$ cat src/rtl/rv_pkg.sv
// rv_pkg: RV32I opcode constants, instruction format enum and opcode-to-format lookup
package rv_pkg;

    localparam logic [4:0] OP       = 5'b01100;
    localparam logic [4:0] OP_IMM   = 5'b00100;
    localparam logic [4:0] LOAD     = 5'b00000;
    localparam logic [4:0] MISC_MEM = 5'b00011;
    localparam logic [4:0] JALR     = 5'b11001;
    localparam logic [4:0] STORE    = 5'b01000;
    localparam logic [4:0] BRANCH   = 5'b11000;
    localparam logic [4:0] AUIPC    = 5'b00101;
    localparam logic [4:0] LUI      = 5'b01101;
    localparam logic [4:0] JAL      = 5'b11011;
    localparam logic [4:0] SYSTEM   = 5'b11100;

    typedef enum logic [2:0] {
        FMT_R, FMT_I, FMT_S, FMT_B, FMT_U, FMT_J, FMT_SYS, FMT_ILLEGAL
    } fmt_t;

    function automatic fmt_t opcode_to_fmt(input logic [4:0] op);
        case (op)
            OP:                             return FMT_R;
            OP_IMM, LOAD, MISC_MEM, JALR:   return FMT_I;
            STORE:                          return FMT_S;
            BRANCH:                         return FMT_B;
            AUIPC, LUI:                     return FMT_U;
            JAL:                            return FMT_J;
            SYSTEM:                         return FMT_SYS;
            default:                        return FMT_ILLEGAL;
        endcase
    endfunction

endpackage

$ cat src/rtl/rv_sync_fifo.sv
// rv_sync_fifo: in-order FIFO with occupancy count; head data reads as zero while empty
module rv_sync_fifo #(
    parameter int WIDTH = 33,
    parameter int DEPTH = 4
) (
    input  logic                       clock,
    input  logic                       reset_n,
    input  logic                       push,
    input  logic [WIDTH-1:0]           wdata,
    input  logic                       pop,
    output logic [WIDTH-1:0]           rdata,
    output logic [$clog2(DEPTH+1)-1:0] count,
    output logic                       full,
    output logic                       empty
);

    localparam int AW = $clog2(DEPTH);
    localparam int CW = $clog2(DEPTH + 1);

    logic [WIDTH-1:0] mem [DEPTH];
    logic [AW-1:0]    wptr;
    logic [AW-1:0]    rptr;
    logic             wr_en;
    logic             rd_en;

    assign full  = count == CW'(DEPTH);
    assign empty = count == '0;
    assign wr_en = push & ~full;
    assign rd_en = pop & ~empty;
    assign rdata = empty ? '0 : mem[rptr];

    // pointers wrap naturally modulo DEPTH; count tracks simultaneous push/pop
    always_ff @(posedge clock or negedge reset_n) begin
        if (!reset_n) begin
            wptr  <= '0;
            rptr  <= '0;
            count <= '0;
        end else begin
            wptr  <= wptr + AW'(wr_en);
            rptr  <= rptr + AW'(rd_en);
            count <= count + CW'(wr_en) - CW'(rd_en);
        end
    end

    // storage needs no reset: empty masks stale entries on the read side
    always_ff @(posedge clock) begin
        if (wr_en) mem[wptr] <= wdata;
    end

endmodule

$ cat src/rtl/rv_encoder.sv
// rv_encoder: rebuilds RV32I instruction words from decoded fields into an output FIFO.
// Define RV_ENCODER_IMM_CHECK_EN to flag immediates that the format cannot represent exactly.
module rv_encoder
    import rv_pkg::*;
#(
    parameter int FIFO_DEPTH = 4
) (
    input  logic                            clock,
    input  logic                            reset_n,
    input  logic                            in_valid,
    output logic                            in_ready,
    input  logic [4:0]                      in_opcode,
    input  logic [2:0]                      in_funct3,
    input  logic [6:0]                      in_funct7,
    input  logic [4:0]                      in_funct5,
    input  logic [4:0]                      in_rd,
    input  logic [4:0]                      in_rs1,
    input  logic [4:0]                      in_rs2,
    input  logic [31:0]                     in_imm,
    output logic                            out_valid,
    input  logic                            out_ready,
    output logic [31:0]                     out_inst,
    output logic                            out_sigill,
    output logic [$clog2(FIFO_DEPTH+1)-1:0] out_count
);

    fmt_t        fmt;
    logic [31:0] inst;
    logic        ill;
    logic        ok_is;
    logic        ok_b;
    logic        ok_u;
    logic        ok_j;
    logic        full;
    logic        empty;
    logic [32:0] head;

`ifdef RV_ENCODER_IMM_CHECK_EN
    assign ok_is = in_imm == {{20{in_imm[11]}}, in_imm[11:0]};
    assign ok_b  = in_imm == {{19{in_imm[12]}}, in_imm[12:1], 1'b0};
    assign ok_j  = in_imm == {{11{in_imm[20]}}, in_imm[20:1], 1'b0};
    assign ok_u  = in_imm[11:0] == '0;
`else
    assign ok_is = 1'b1;
    assign ok_b  = 1'b1;
    assign ok_j  = 1'b1;
    assign ok_u  = 1'b1;
`endif

    assign fmt = opcode_to_fmt(in_opcode);

    // place fields per format; an unencodable entry is queued as all-zero with sigill set
    always_comb begin
        inst = '0;
        ill  = 1'b0;
        unique case (fmt)
            FMT_R: inst = {in_funct7, in_rs2, in_rs1, in_funct3, in_rd, in_opcode, 2'b11};
            FMT_I: begin
                inst = {in_imm[11:0], in_rs1, in_funct3, in_rd, in_opcode, 2'b11};
                ill  = ~ok_is;
            end
            FMT_S: begin
                inst = {in_imm[11:5], in_rs2, in_rs1, in_funct3, in_imm[4:0], in_opcode, 2'b11};
                ill  = ~ok_is;
            end
            FMT_B: begin
                inst = {in_imm[12], in_imm[10:5], in_rs2, in_rs1, in_funct3, in_imm[4:1], in_imm[11], in_opcode, 2'b11};
                ill  = ~ok_b;
            end
            FMT_U: begin
                inst = {in_imm[31:12], in_rd, in_opcode, 2'b11};
                ill  = ~ok_u;
            end
            FMT_J: begin
                inst = {in_imm[20], in_imm[10:1], in_imm[11], in_imm[19:12], in_rd, in_opcode, 2'b11};
                ill  = ~ok_j;
            end
            FMT_SYS: begin
                inst = {in_funct7, in_funct5, 5'b0, 3'b000, 5'b0, in_opcode, 2'b11};
                ill  = in_funct3 != 3'b000;
            end
            FMT_ILLEGAL: ill = 1'b1;
        endcase
    end

    rv_sync_fifo #(.WIDTH(33), .DEPTH(FIFO_DEPTH)) u_fifo (
        .clock   (clock),
        .reset_n (reset_n),
        .push    (in_valid),
        .wdata   ({ill, ill ? 32'h0 : inst}),
        .pop     (out_ready),
        .rdata   (head),
        .count   (out_count),
        .full    (full),
        .empty   (empty)
    );

    assign in_ready   = ~full;
    assign out_valid  = ~empty;
    assign out_sigill = head[32];
    assign out_inst   = head[31:0];

endmodule

$ cat config.mk
export PLATFORM = sky130hd
export DESIGN_NAME = rv_encoder
export DESIGN_NICKNAME = d
export VERILOG_FILES = /design/src/rtl/rv_pkg.sv /design/src/rtl/rv_sync_fifo.sv /design/src/rtl/rv_encoder.sv
export SDC_FILE = /design/constraint.sdc
export NUM_CORES = 1
export LEC_CHECK = 0
export ABC_AREA = 1
export BUFFER_PORTS_ARGS = -buffer_cell sky130_fd_sc_hd__buf_4
export CAP_MARGIN = 10
export CORE_ASPECT_RATIO = 0.9
export CORE_MARGIN = 5
export CORE_UTILIZATION = 50
export DETAILED_ROUTE_END_ITERATION = 7
export HOLD_SLACK_MARGIN = 0.15
export PLACE_DENSITY = 0.73
export SYNTH_ARGS = -nofsm -noshare
export SYNTH_HDL_FRONTEND = slang
export SYNTH_SLANG_ARGS = --single-unit
$ cat constraint.sdc
create_clock -name clock -period 3.1 [get_ports clock]
set_clock_uncertainty 0.05 [all_clocks]
set_input_delay 0.93 -clock clock [delete_from_list [all_inputs] [get_ports clock]]
set_output_delay 0.93 -clock clock [all_outputs]
set_load 0.03 [all_outputs]
; ---- After elaboration in Yosys (flattened, before gate mapping)
; Memories as Yosys holds them, arrays and structs flattened.
; Cells that the tools add are included.
[word_totals]
regBits = 7
ramBits = 132
mem_bits_ro = 96
inputBits = 71
output_inout_bits = 38
word_cells = 30
mem_count = 2
[op_classes]
add_sub_neg = 4
eq_ne = 8
muxes = 6
bitwise = 4
n_reduce_logical = 3
[mem_list]
columns = name, depth, word_bits, rd, rd_clocked_by_memory_dff, write_ports, line_no
row1 = u_fifo.mem, 4, 33, 1, 0, 1, rv_sync_fifo.sv:20  ; logic [WIDTH-1:0] mem [DEPTH];
row2 = (no name shown), 32, 3, 1, 0, 0, rv_pkg.sv:21  ; case (op)
[op_table]
columns = operator, count
row1 = $pmux 32 s7, 1
row2 = $mux 33, 1
row3 = $mux 32, 1
row4 = $eq 3x3->1 const B, 5
row5 = $eq 3x2->1 const B, 2
row6 = $logic_not 3->1, 2
row7 = $add 2x1->2, 2
row8 = $add 3x1->3, 1
row9 = $eq 3x1->1 const B, 1
row10 = $reduce_bool 3->1, 1
row11 = $sub 3x1->3, 1
row12 = $and 1x1->1, 2
row13 = $mux 1, 2
row14 = $not 1->1, 2
row15 = $pmux 1 s2, 1

; ---- Logic depth before layout (Yosys ltp)
; Gate-level depths: netlist (run 1).
[logic_depth]
word_depth = 5
depth_mapped = 14
mapped_depth_nobuf = 14

; ---- Modules after synthesis
; From an unflattened synthesis (run 1), not the netlist that was laid out.
[hier_totals]
cells_unflattened = 758
area_unflattened_um2 = 6891.6
[modules_own_cells]
columns = module, n_inst, cells_each, area_per_inst_um2, seq_area_each_um2
row1 = rv_sync_fifo, 1, 566, 5985.7, 4139.0
row2 = rv_encoder, 1, 192, 905.9, 0.0

; ---- Least setup slack after synthesis (run 1)
; No wires, ideal clock.
[synth_path]
path_type = reg2reg
from = register u_fifo.count[1]
to = memory u_fifo.mem[0][10] (enable)
setup_time_ps = 461
arrival_time_ps = 3355
t_required_ps = 2589
path_slack_ps = -766
path_stages_with_launch = 5
path_cell_list = dfrtp_1 -> inv_1 -> nand3_1 -> nand2_1 -> nor3_1
[synth_between]
elab_chain_cells = 5
[synth_rtl]
columns = item, line_no
row1 = from (decl), rv_sync_fifo.sv:12  ; output logic [$clog2(DEPTH+1)-1:0] count,
row2 = from (signal assigned), rv_sync_fifo.sv:41  ; count <= count + CW'(wr_en) - CW'(rd_en);
row3 = $eq 3x3->1, rv_sync_fifo.sv:26  ; assign full = count == CW'(DEPTH);
row4 = $not 1->1, --
row5 = via in_ready, rv_encoder.sv:11  ; output logic in_ready,
row6 = $and 1x1->1, rv_sync_fifo.sv:28  ; assign wr_en = push & ~full;
row7 = $mux 1, rv_sync_fifo.sv:47  ; if (wr_en) mem[wptr] <= wdata;
row8 = $mux 1 (not written as such), rv_sync_fifo.sv:47
row9 = to (decl), rv_sync_fifo.sv:20
; The timed path passes the listed nets, and every way through them passes these cells.

; ---- Worst setup path in the final report (run 1)
[layout_path]
from = register u_fifo.rptr[1]
to = output port out_inst[1]
[layout_between]
elab_chain_cells = 2
[layout_rtl]
columns = item, line_no
row1 = from (decl), rv_sync_fifo.sv:22  ; logic [AW-1:0] rptr;
row2 = from (signal assigned), rv_sync_fifo.sv:40  ; rptr <= rptr + AW'(rd_en);
row3 = $mem_v2 4x33, --
row4 = $mux 33, rv_sync_fifo.sv:30  ; assign rdata = empty ? '0 : mem[rptr];
row5 = to (decl), rv_encoder.sv:22  ; output logic [31:0] out_inst,
; No other way between the ends.

==> results.md, run 1 <==
* Post-synth EDFFs at 128
* HPWL after detailed placement at 10100 um
* Iter 0 DRT Violations at 433
* # fillers at 928
* LEAKAGE at 3.10 nW
* Switching share of power at 40.3%
* Largest stage delay, worst path at 0.39 ns
* Cells after Synth at 598
* Htree depth at 4
* Syn Area/Cell at 10.3 um^2
* Dominant synthesized flop cell: edfxtp_1
* #FFs+latches synth at 135
* Worst endpoint required time at 2.12 ns
* Initial Util at 51.0%
* Power Total at 0.00793 W
* Async SR Flop Fraction at 5.19%
* Final setup fails at 0
* Synth top area share at 62.7%
* CP max-delay cell: dfrtp_1
* Reg power frac at 32.7%
* Final Hold Vio Count at 0
* Largest net degree at the start of global routing at 35
* Status: complete, no violations
* Die area at 14600 um^2
* Hold crit path type: primary input to asynchronous set/reset pin
* Max_cap viols at 0
* Number of CTS-inserted buffers at 17
* Fin area at 7730 um^2
* Pins Over Slew Limit at 0
* Crit path cell chain: clkinvlp_4 > buf_4 > nor2_1 > o21ai_0 > a21oi_1 > buf_4
* Routed wire length at 15800 um
* Most numerous cell in the Yosys netlist: nor2_1
* Storage cell area at 4020 um^2
* RSZ-0062 raised after global routing: no
* Fin Hold WS at 0.266 ns
* Top post-synthesis cells by area: edfxtp_1 (63%), nor2_1 (9.2%), o21ai_0 (6.0%)
* DRT Pass-1 Iters at 5
* Sequential fraction of the synthesis area at 65.6%
* Via count at 4744
* CTS tree: built
* Area after DPL at 7190 um^2
* Synth warn at 0
* Fin crit period at 2.94 ns
* First-pass GRT wire length at 24900 um
* PwrDens at 1030 nW/um^2
* WP data arrival at 1.96 ns
* # diodes at 0
* Post-route ant nets at 0
* Largest area contributor in the netlist: edfxtp_1
* Clock transition at path regs at 0.05 ns
* Crit Path Class: register to output port
* Initial antenna violation count at 0
* Number of global-route vias before repair at 4773
* Measured slew at the worst slew-check pin at 0.545 ns
* VDD IR max at 586 uV
* CTS Root Cell: clkbuf_16
* DIE HEIGHT at 115 um
* Mapped Area at 6130 um^2
* GRT overflow at 0
* Sink Count at 135
* Drt wl/cell at 17.8 um
* Total Nets Final at 794
* Ports at 109
* Area Overhead vs Synth at 26.0%
* Worst slew margin at 63.3%
* Cell row count at 38
* Int Power at 0.00473 W
* Gp weighted congestion at 0.840
* Total track usage at 22.4%
* Netlist cell types at 29
* CP most frequent cell: buf_4
* Worst-path fanout max at 11
* PortBufs at 108
* Clk Latency, worst-skew pair at 0.42 ns
* Peak Freq at 340 MHz
* DR vias/cell at 5.35
* CP Launch Type: register
* Psw at 0.00319 W
* Clock share of power at 22.1%
* Die X at 127 um
* Core ar. at 12000 um^2
* Share of cells above drive strength 1 at 24.2%
* Syn Nets at 677
* Hold buffers post-CTS at 0
* Area of the multi-input gates at 1870 um^2
* Gate power share at 45.3%
* Clk buf depth at 2
* DRC Markers at 0
* Commonest cells post-synth: nor2_1 (151), edfxtp_1 (128), o21ai_0 (73)
* Tcrit/Tclk final at 94.9%
* CP Capture Type: output port
[cell families after synthesis]
group,Yosys count,share of synthesized area [%]
xor+xnor,4,0.572
simple gates,268,18.0
compound gates,116,9.69
fa+ha+maj,8,1.76
buf+inv,67,4.43
flops,135,65.6
[critical path: cells and delay by family, from the launching register on]
| kind | cells | cell delay (ns) |
|---|---|---|
| DFF | 1 | 0.39 |
| AOI/OAI and AO/OA | 2 | 0.39 |
| buffers and inverters | 3 | 0.70 |
| and+or+nand+nor | 1 | 0.08 |
[timing repair]
action / 4_1_cts / 5_1_grt
endpoints found under the setup margin: 0 / 5
buffers inserted: 0 / 3
gates resized for setup: 0 / 3
[registers in the layout, summed over array words and instances, names as in the netlist]
| register | flops |
|---|---|
| u_fifo.wptr | 2 |
| u_fifo.count | 3 |
| u_fifo.mem | 128 |
| u_fifo.rptr | 2 |
[through the flow]
step	setup slack, ns	util, %	instances	TNS (ns)
CTS	0.0960	63.9	883	0
detailed placement	0.174	59.8	853	0
finish	0.158	64.2	886	0
global route	0.0232	64.2	886	0
global placement	0.227	59.8	853	0
floorplan	-0.766	-	598	-98.09
[power groups by stage]
stage / Combinational, W / Clock (W) / Sequential [W]
floorplan: 0.00220 / 0 / 0.00264
global placement: 0.00349 / 0 / 0.00260
detailed placement: 0.00355 / 0 / 0.00261
CTS: 0.00359 / 0.00176 / 0.00258
global route: 0.00392 / 0.00184 / 0.00262
finish: 0.00359 / 0.00175 / 0.00259
[final cells by class]
cell class	instances	share of cell area (%)
multi-input combinational	396	24.1
tap	160	2.59
sequential	135	52.0
clock buffer	23	5.80
timing repair buffer	128	12.8
clock inverter	7	0.729
inverter	37	1.89
[final timing paths]
path	start	end	slack [ns]	cells past startpoint
min reg2reg	u_fifo.wptr[1]	u_fifo.wptr[1]	0.51	1
min	reset_n	u_fifo.count[1]	0.27	1
max	u_fifo.rptr[1]	out_inst[1]	0.16	6
max reg2reg	u_fifo.count[2]	u_fifo.count[2]	0.78	8
min in group clock	u_fifo.wptr[1]	u_fifo.wptr[1]	0.51	1
max in group asynchronous	reset_n	u_fifo.rptr[0]	2.60	1
[cells in the final DEF, fill, tap and decap left out]
| master | count |
|---|---|
| bufinv_16 | 1 |
| nand2_4 | 1 |
| clkinvlp_4 | 2 |
| o22ai_1 | 2 |
| clkinv_1 | 3 |
| dfrtp_1 | 6 |
| clkbuf_1 | 6 |
| nor2_4 | 1 |
| nor2_2 | 2 |
| nand2_1 | 71 |
| nand3_1 | 22 |
| dfrtp_2 | 1 |
| buf_6 | 1 |
| clkinv_2 | 3 |
| nand3_2 | 2 |
| edfxtp_1 | 128 |
| clkbuf_16 | 17 |
| nor3_1 | 1 |
| xor2_1 | 3 |
| nor3_2 | 5 |
| o21ai_0 | 73 |
| buf_4 | 125 |
| nor2_1 | 151 |
| ha_1 | 7 |
| o21ai_2 | 1 |
| a21oi_2 | 2 |
| xnor2_1 | 1 |
| inv_1 | 30 |
| nand4_1 | 7 |
| a21oi_1 | 38 |
| fa_1 | 1 |
| nand2_2 | 5 |
| buf_12 | 2 |
| inv_2 | 5 |
[metal layers]
layer  global-route usage (%)  vias to the layer above  share of wire [%]
met2                     37.5                      188                 48
met4                     6.65                        0                1.4
met5                        0                        -                  0
met3                     6.83                       20                9.0
met1                     28.5                     2260                 41
li1                         -                     2276                  -
No activity file was read; power rests on OpenSTA's default activity.
==> run 2: changes to the inputs <==
Settings changed: GPL_TIMING_DRIVEN set to 0.
==> run 2 against run 1 <==
Fmax fell by 2.6%. Critical path type unchanged. Routed wire length rose by 3.9%. Worst setup slack got worse by 0.079 ns. Via count rose by 3.7%. Largest power group unchanged.
==> results.md, run 2 (same netlist as run 1, synthesis figures left out) <==
* Total track usage at 23.3% (was 22.4%)
* # diodes at 0 (unchanged)
* DRC Markers at 0 (unchanged)
* Clock transition at path regs at 0.05 ns (about the same)
* Iter 0 DRT Violations at 501 (was 433)
* Initial antenna violation count at 0 (unchanged)
* Reg power frac at 30.8% (was 32.7%)
* DR vias/cell at 5.40 (was 5.35)
* Initial Util at 51.0% (unchanged)
* Drt wl/cell at 18.1 um (was 17.8 um)
* Die X at 127 um (unchanged)
* Buffer and inverter count on the worst path at 3 (unchanged)
* Reg with most FFs: u_fifo.mem (unchanged)
* Die area at 14600 um^2 (unchanged)
* Final setup fails at 0 (unchanged)
* Dpl ws at -0.0702 ns (was 0.174 ns)
* HPWL after detailed placement at 11500 um (was 10100 um)
* Max reg flops at 128 (unchanged)
* Htree depth at 4 (unchanged)
* Gate power share at 44.8% (was 45.3%)
* Tcrit/Tclk final at 97.4% (was 94.9%)
* Via count at 4918 (was 4744)
* Crit Path Class: register to output port (unchanged)
* Crit-path leading delay family: buffers and inverters (unchanged)
* DRT Pass-1 Iters at 5 (unchanged)
* Worst-path fanout max at 10 (was 11)
* CP max-delay cell: dfrtp_1 (unchanged)
* Post-route ant nets at 0 (unchanged)
* Max_cap viols at 0 (unchanged)
* Crit path cell chain: clkbuf_4 > clkbuf_4 > nor2_1 > nor2_1 > o21ai_0 > a21oi_1 > buf_4 (was clkinvlp_4 > buf_4 > nor2_1 > o21ai_0 > a21oi_1 > buf_4)
* # fillers at 875 (was 928)
* Commonest cells after routing, fill and taps aside: nor2_1 (151), edfxtp_1 (128), buf_4 (111) (was nor2_1 (151), edfxtp_1 (128), buf_4 (125))
* Final Hold Vio Count at 0 (unchanged)
* Power Total at 0.00845 W (was 0.00793 W)
* VDD IR max at 514 uV (was 586 uV)
* PortBufs at 108 (unchanged)
* Number of CTS-inserted buffers at 17 (unchanged)
* # Post-CTS Setup Buffers at 0 (unchanged)
* First-pass GRT wire length at 26000 um (was 24900 um)
* Ports at 109 (unchanged)
* CP Capture Type: output port (unchanged)
* Status: complete, no violations (unchanged)
* Final Instance Count excl. Fillers at 910 (was 886)
* Worst endpoint required time at 2.12 ns (about the same)
* Final worst slack at 0.0799 ns (was 0.158 ns)
* CP Launch Type: register (unchanged)
* Largest net degree at the start of global routing at 17 (was 35)
* WP data arrival at 2.04 ns (was 1.96 ns)
* RSZ-0062 raised after global routing: yes (was no)
* Number of global-route vias before repair at 4947 (was 4773)
* Leading cell type in the layout, fill and taps excluded: nor2_1 (unchanged)
* LEAKAGE at 3.24 nW (was 3.10 nW)
* Routed wire length at 16400 um (was 15800 um)
* Area after DPL at 7320 um^2 (was 7190 um^2)
* Sink Count at 135 (unchanged)
* Clock share of power at 24.4% (was 22.1%)
* Pins Over Slew Limit at 0 (unchanged)
* CTS tree: built (unchanged)
* CTS Root Cell: clkbuf_16 (unchanged)
* Total Nets Final at 816 (was 794)
* Fin crit period at 3.02 ns (was 2.94 ns)
* Hold crit path type: primary input to asynchronous set/reset pin (unchanged)
* Fin area at 7990 um^2 (was 7730 um^2)
* Largest registers: u_fifo.mem x128, u_fifo.count x3 (unchanged)
* PwrDens at 1060 nW/um^2 (was 1030 nW/um^2)
* Switching share of power at 40.1% (was 40.3%)
* Psw at 0.00339 W (was 0.00319 W)
* Worst slew margin at 43.9% (was 63.3%)
* Core ar. at 12000 um^2 (unchanged)
* Placed Cells at 879 (was 853)
* Int Power at 0.00506 W (was 0.00473 W)
* DIE HEIGHT at 115 um (unchanged)
* Fin Hold WS at 0.273 ns (was 0.266 ns)
* Clk buf depth at 2 (unchanged)
* Area Overhead vs Synth at 30.4% (was 26.0%)
* Measured slew at the worst slew-check pin at 0.837 ns (was 0.545 ns)
* Share of cells above drive strength 1 at 27.2% (was 24.2%)
* Gp weighted congestion at 0.862 (was 0.840)
* GRT overflow at 0 (unchanged)
* Largest stage delay, worst path at 0.43 ns (was 0.39 ns)
* Peak Freq at 331 MHz (was 340 MHz)
* Clk Latency, worst-skew pair at 0.41 ns (was 0.42 ns)
* Cell row count at 38 (unchanged)
## run 2: cell count changes in the layout (fill, tap and decap cells not counted), moves of 3 or more
cell        before  now
buf_4          125  111
clkbuf_2         0   12
buf_6            1   11
buf_2            0    5
clkbuf_4         0    5
clkinvlp_4       2    6
a21oi_1         38   35
a21oi_2          2    5
buf_8            0    3
bufinv_16        1    4
clkbuf_1         6    3
## run 2: path summary, 6_finish.rpt
kind,slack (ns),start,cells after the start,endpoint
max,0.08,u_fifo.rptr[0],7,out_inst[19]
min,0.27,reset_n,1,u_fifo.count[1]
max reg2reg,0.53,u_fifo.count[2],8,u_fifo.count[2]
min reg2reg,0.52,u_fifo.wptr[1],1,u_fifo.wptr[1]
max in group asynchronous,2.60,reset_n,1,u_fifo.rptr[1]
min in group clock,0.52,u_fifo.wptr[1],1,u_fifo.wptr[1]
## run 2: final cells by class
class | count | area (um^2) | share of cell area (%)
sequential | 135 | 4020 | 50.3
multi-input combinational | 396 | 1880 | 23.6
timing repair buffer | 121 | 968 | 12.1
clock buffer | 18 | 429 | 5.37
tap | 160 | 200 | 2.50
clock inverter | 14 | 183 | 2.29
buffer | 29 | 168 | 2.10
inverter | 37 | 143 | 1.78
## run 2: metrics by stage
| step | TNS (ns) | util [%] |
|---|---|---|
| floorplan | -98.09 | - |
| global placement | -311.80 | 59.4 |
| detailed placement | -0.391 | 60.8 |
| CTS | 0 | 66.2 |
| global route | -0.174 | 66.5 |
| finish | 0 | 66.5 |
## run 2: timing repair
| item | CTS | global route |
|---|---|---|
| gates cloned | 0 | 0 |
| endpoints found under the setup margin | 35 | 28 |
| resized for setup | 16 | 26 |
| hold buffers | 0 | 0 |
| pin swaps | 0 | 2 |
## run 2: power groups by stage
stage,combinational (W),sequential [W],clock [W]
finish,0.00379,0.00260,0.00206
global route,0.00408,0.00263,0.00217
CTS,0.00375,0.00259,0.00207
detailed placement,0.00369,0.00260,0
global placement,0.00349,0.00263,0
floorplan,0.00220,0.00264,0
## run 2: routing by layer
| metal | GRT usage (%) | routed length (um) | vias up |
|---|---|---|---|
| li1 | - | - | 2328 |
| met2 | 37.1 | 7780 | 259 |
| met5 | 0 | 0 | - |
| met4 | 9.01 | 261 | 0 |
| met3 | 6.55 | 1530 | 25 |
| met1 | 30.7 | 6860 | 2306 |
==> run 3: changes to the inputs <==
Settings changed: CORE_UTILIZATION 50 to 56, PLACE_DENSITY 0.73 to 0.78.
Clock period 3.1 ns to 2.9 ns, I/O delays scaled along.
==> run 3 against run 2 <==
Worst hold slack worse by 0.065 ns. Cell count is 2.9% lower. Design area is 0.50% lower. Worst setup slack worse by 0.022 ns. Highest routed layer unchanged.
==> results.md, run 3 (same netlist as run 1, synthesis figures left out) <==
* PwrDens at 1120 nW/um^2 (was 1060 nW/um^2)
* Largest registers: u_fifo.mem x128, u_fifo.count x3 (unchanged)
* Sink Count at 135 (unchanged)
* DRT Pass-1 Iters at 6 (was 5)
* Clk Latency, worst-skew pair at 0.41 ns (about the same)
* VDD IR max at 545 uV (was 514 uV)
* HPWL after detailed placement at 11000 um (was 11500 um)
* Largest net degree at the start of global routing at 17 (unchanged)
* R2R Path End: u_fifo.count[2] (unchanged)
* Number of global-route vias before repair at 4720 (was 4947)
* Gp weighted congestion at 0.883 (was 0.862)
* Iter 0 DRT Violations at 497 (was 501)
* Crit Path Class: register to output port (unchanged)
* GRT overflow at 0 (unchanged)
* # fillers at 709 (was 875)
* Share of cells above drive strength 1 at 27.6% (was 27.2%)
* FF-to-FF setup slack at 0.37 ns (was 0.53 ns)
* # diodes at 0 (unchanged)
* CP Capture Type: output port (unchanged)
* Commonest cells after routing, fill and taps aside: nor2_1 (151), edfxtp_1 (128), buf_4 (112) (was nor2_1 (151), edfxtp_1 (128), buf_4 (111))
* Drt wl/cell at 18.3 um (was 18.1 um)
* Number of CTS-inserted buffers at 17 (unchanged)
* Worst endpoint required time at 1.98 ns (was 2.12 ns)
* Worst-path fanout max at 10 (unchanged)
* DRC Markers at 0 (unchanged)
* Total Nets Final at 817 (was 816)
* Largest stage delay, worst path at 0.44 ns (was 0.43 ns)
* Max reg flops at 128 (unchanged)
* Die X at 120 um (was 127 um)
* CP Launch Type: register (unchanged)
* Status: complete, no violations (unchanged)
* Buffer and inverter count on the worst path at 4 (was 3)
* Worst Reg-to-Reg Cells at 8 (unchanged)
* Area Overhead vs Synth at 29.7% (was 30.4%)
* Via count at 4902 (was 4918)
* CTS Root Cell: clkbuf_16 (unchanged)
* Initial Util at 57.0% (was 51.0%)
* WP data arrival at 1.92 ns (was 2.04 ns)
* Final Hold Vio Count at 0 (unchanged)
* Crit path cell chain: clkinv_2 > clkbuf_4 > o21ai_0 > a21oi_2 > buf_4 > buf_4 (was clkbuf_4 > clkbuf_4 > nor2_1 > nor2_1 > o21ai_0 > a21oi_1 > buf_4)
* Reg with most FFs: u_fifo.mem (unchanged)
* Core ar. at 10800 um^2 (was 12000 um^2)
* Measured slew at the worst slew-check pin at 0.804 ns (was 0.837 ns)
* Final Instance Count excl. Fillers at 884 (was 910)
* DIE HEIGHT at 109 um (was 115 um)
* Hold crit path type: primary input to asynchronous set/reset pin (unchanged)
* Post-route ant nets at 0 (unchanged)
* Clk buf depth at 2 (unchanged)
* CP most frequent cell: buf_4
* Placed Cells at 852 (was 879)
* Setup TNS at 0 ns (unchanged)
* CP max-delay cell: dfrtp_2 (was dfrtp_1)
* DR vias/cell at 5.55 (was 5.40)
* CTS tree: built (unchanged)
* Cell row count at 36 (was 38)
* Die area at 13100 um^2 (was 14600 um^2)
* Worst slew margin at 46.1% (was 43.9%)
* Routed wire length at 16200 um (was 16400 um)
* Fin crit period at 2.84 ns
* Max_cap viols at 0 (unchanged)
* Clock transition at path regs at 0.05 ns (about the same)
* Leading cell type in the layout, fill and taps excluded: nor2_1 (unchanged)
* Tcrit/Tclk final at 98.0%
* Peak Freq at 352 MHz
* Htree depth at 4 (unchanged)
* PortBufs at 108 (unchanged)
* Reg2reg start: u_fifo.count[1] (was u_fifo.count[2])
* Crit-path leading delay family: buffers and inverters (unchanged)
* Final setup fails at 0 (unchanged)
* Pins Over Slew Limit at 0 (unchanged)
* Initial antenna violation count at 0 (unchanged)
* LEAKAGE at 3.24 nW (about the same)
* Ports at 109 (unchanged)
* RSZ-0062 raised after global routing: yes (unchanged)
* Power Total at 0.00893 W (was 0.00845 W)
* Total track usage at 24.7% (was 23.3%)
* First-pass GRT wire length at 24300 um (was 26000 um)
==> run 3: changes by cell type in the layout (fill, tap and decap cells not counted), moves of 2 or more <==
cell        before  now
clkbuf_2        12    9
buf_2            5    7
clkinvlp_4       6    4
bufinv_16        4    2
clkinv_1         3    5
clkinv_4         1    3
==> run 3: layout make-up <==
type                    count  area [um^2]  share of cell area, %
flip-flops and latches    135         4020                   50.6
repair buffers            122          986                   12.4
plain buffers              29          189                   2.38
clock inverters            14          135                   1.70
well taps                 133          166                   2.09
inverters                  37          140                   1.76
clock buffers              18          429                   5.40
multi-input cells         396         1890                   23.7
==> run 3: how the worst max path moves through the flow <==
stage / start / endpoint / slack, ns / depth (start not counted)
after floorplan: u_fifo.count[1] / u_fifo.mem[0][10] / -0.97 / 4
after global placement: in_valid / u_fifo.mem[1][15] / -2.71 / 3
after detailed placement: in_opcode[1] / u_fifo.mem[1][11] / -0.22 / 9
after CTS: u_fifo.rptr[1] / out_inst[7] / 0.007 / 6
after global routing: u_fifo.rptr[0] / out_inst[1] / -0.02 / 6
final: u_fifo.rptr[0] / out_inst[1] / 0.06 / 6
==> run 3: power breakdown <==
part           internal (W)  leakage, nW  switching [W]
Clock               0.00125        0.260       0.000776
Combinational       0.00142         1.70        0.00270
Sequential          0.00263         1.29       0.000165
Total               0.00529         3.24        0.00364
==> run 3: stage by stage <==
step | setup WS [ns] | utilization (%) | hold slack [ns] | area, um^2
3_5_place_dp | -0.219 | 67.6 | 0.490 | 7280
4_1_cts | 0.00733 | 73.4 | 0.201 | 7900
2_1_floorplan | -0.966 | - | 0.433 | 6130
3_3_place_gp | -2.71 | 66.0 | 0.446 | 7110
5_1_grt | -0.0191 | 73.9 | 0.203 | 7950
6_report | 0.0580 | 73.9 | 0.209 | 7950
==> run 3: layer usage <==
layer	GRT usage [%]	share of wire, %	up-vias
li1	-	-	2327
met1	32.0	39	2248
met2	40.2	49	303
met3	7.52	10	24
met4	8.33	1.5	0
met5	0	0	-
==> run 3: timing repair <==
| action | CTS | global route |
|---|---|---|
| gates resized for setup | 31 | 17 |
| buffers inserted | 0 | 0 |
| gates cloned | 0 | 1 |
| endpoints found under the setup margin | 36 | 27 |
| hold buffers | 0 | 0 |
| pin swaps | 1 | 3 |
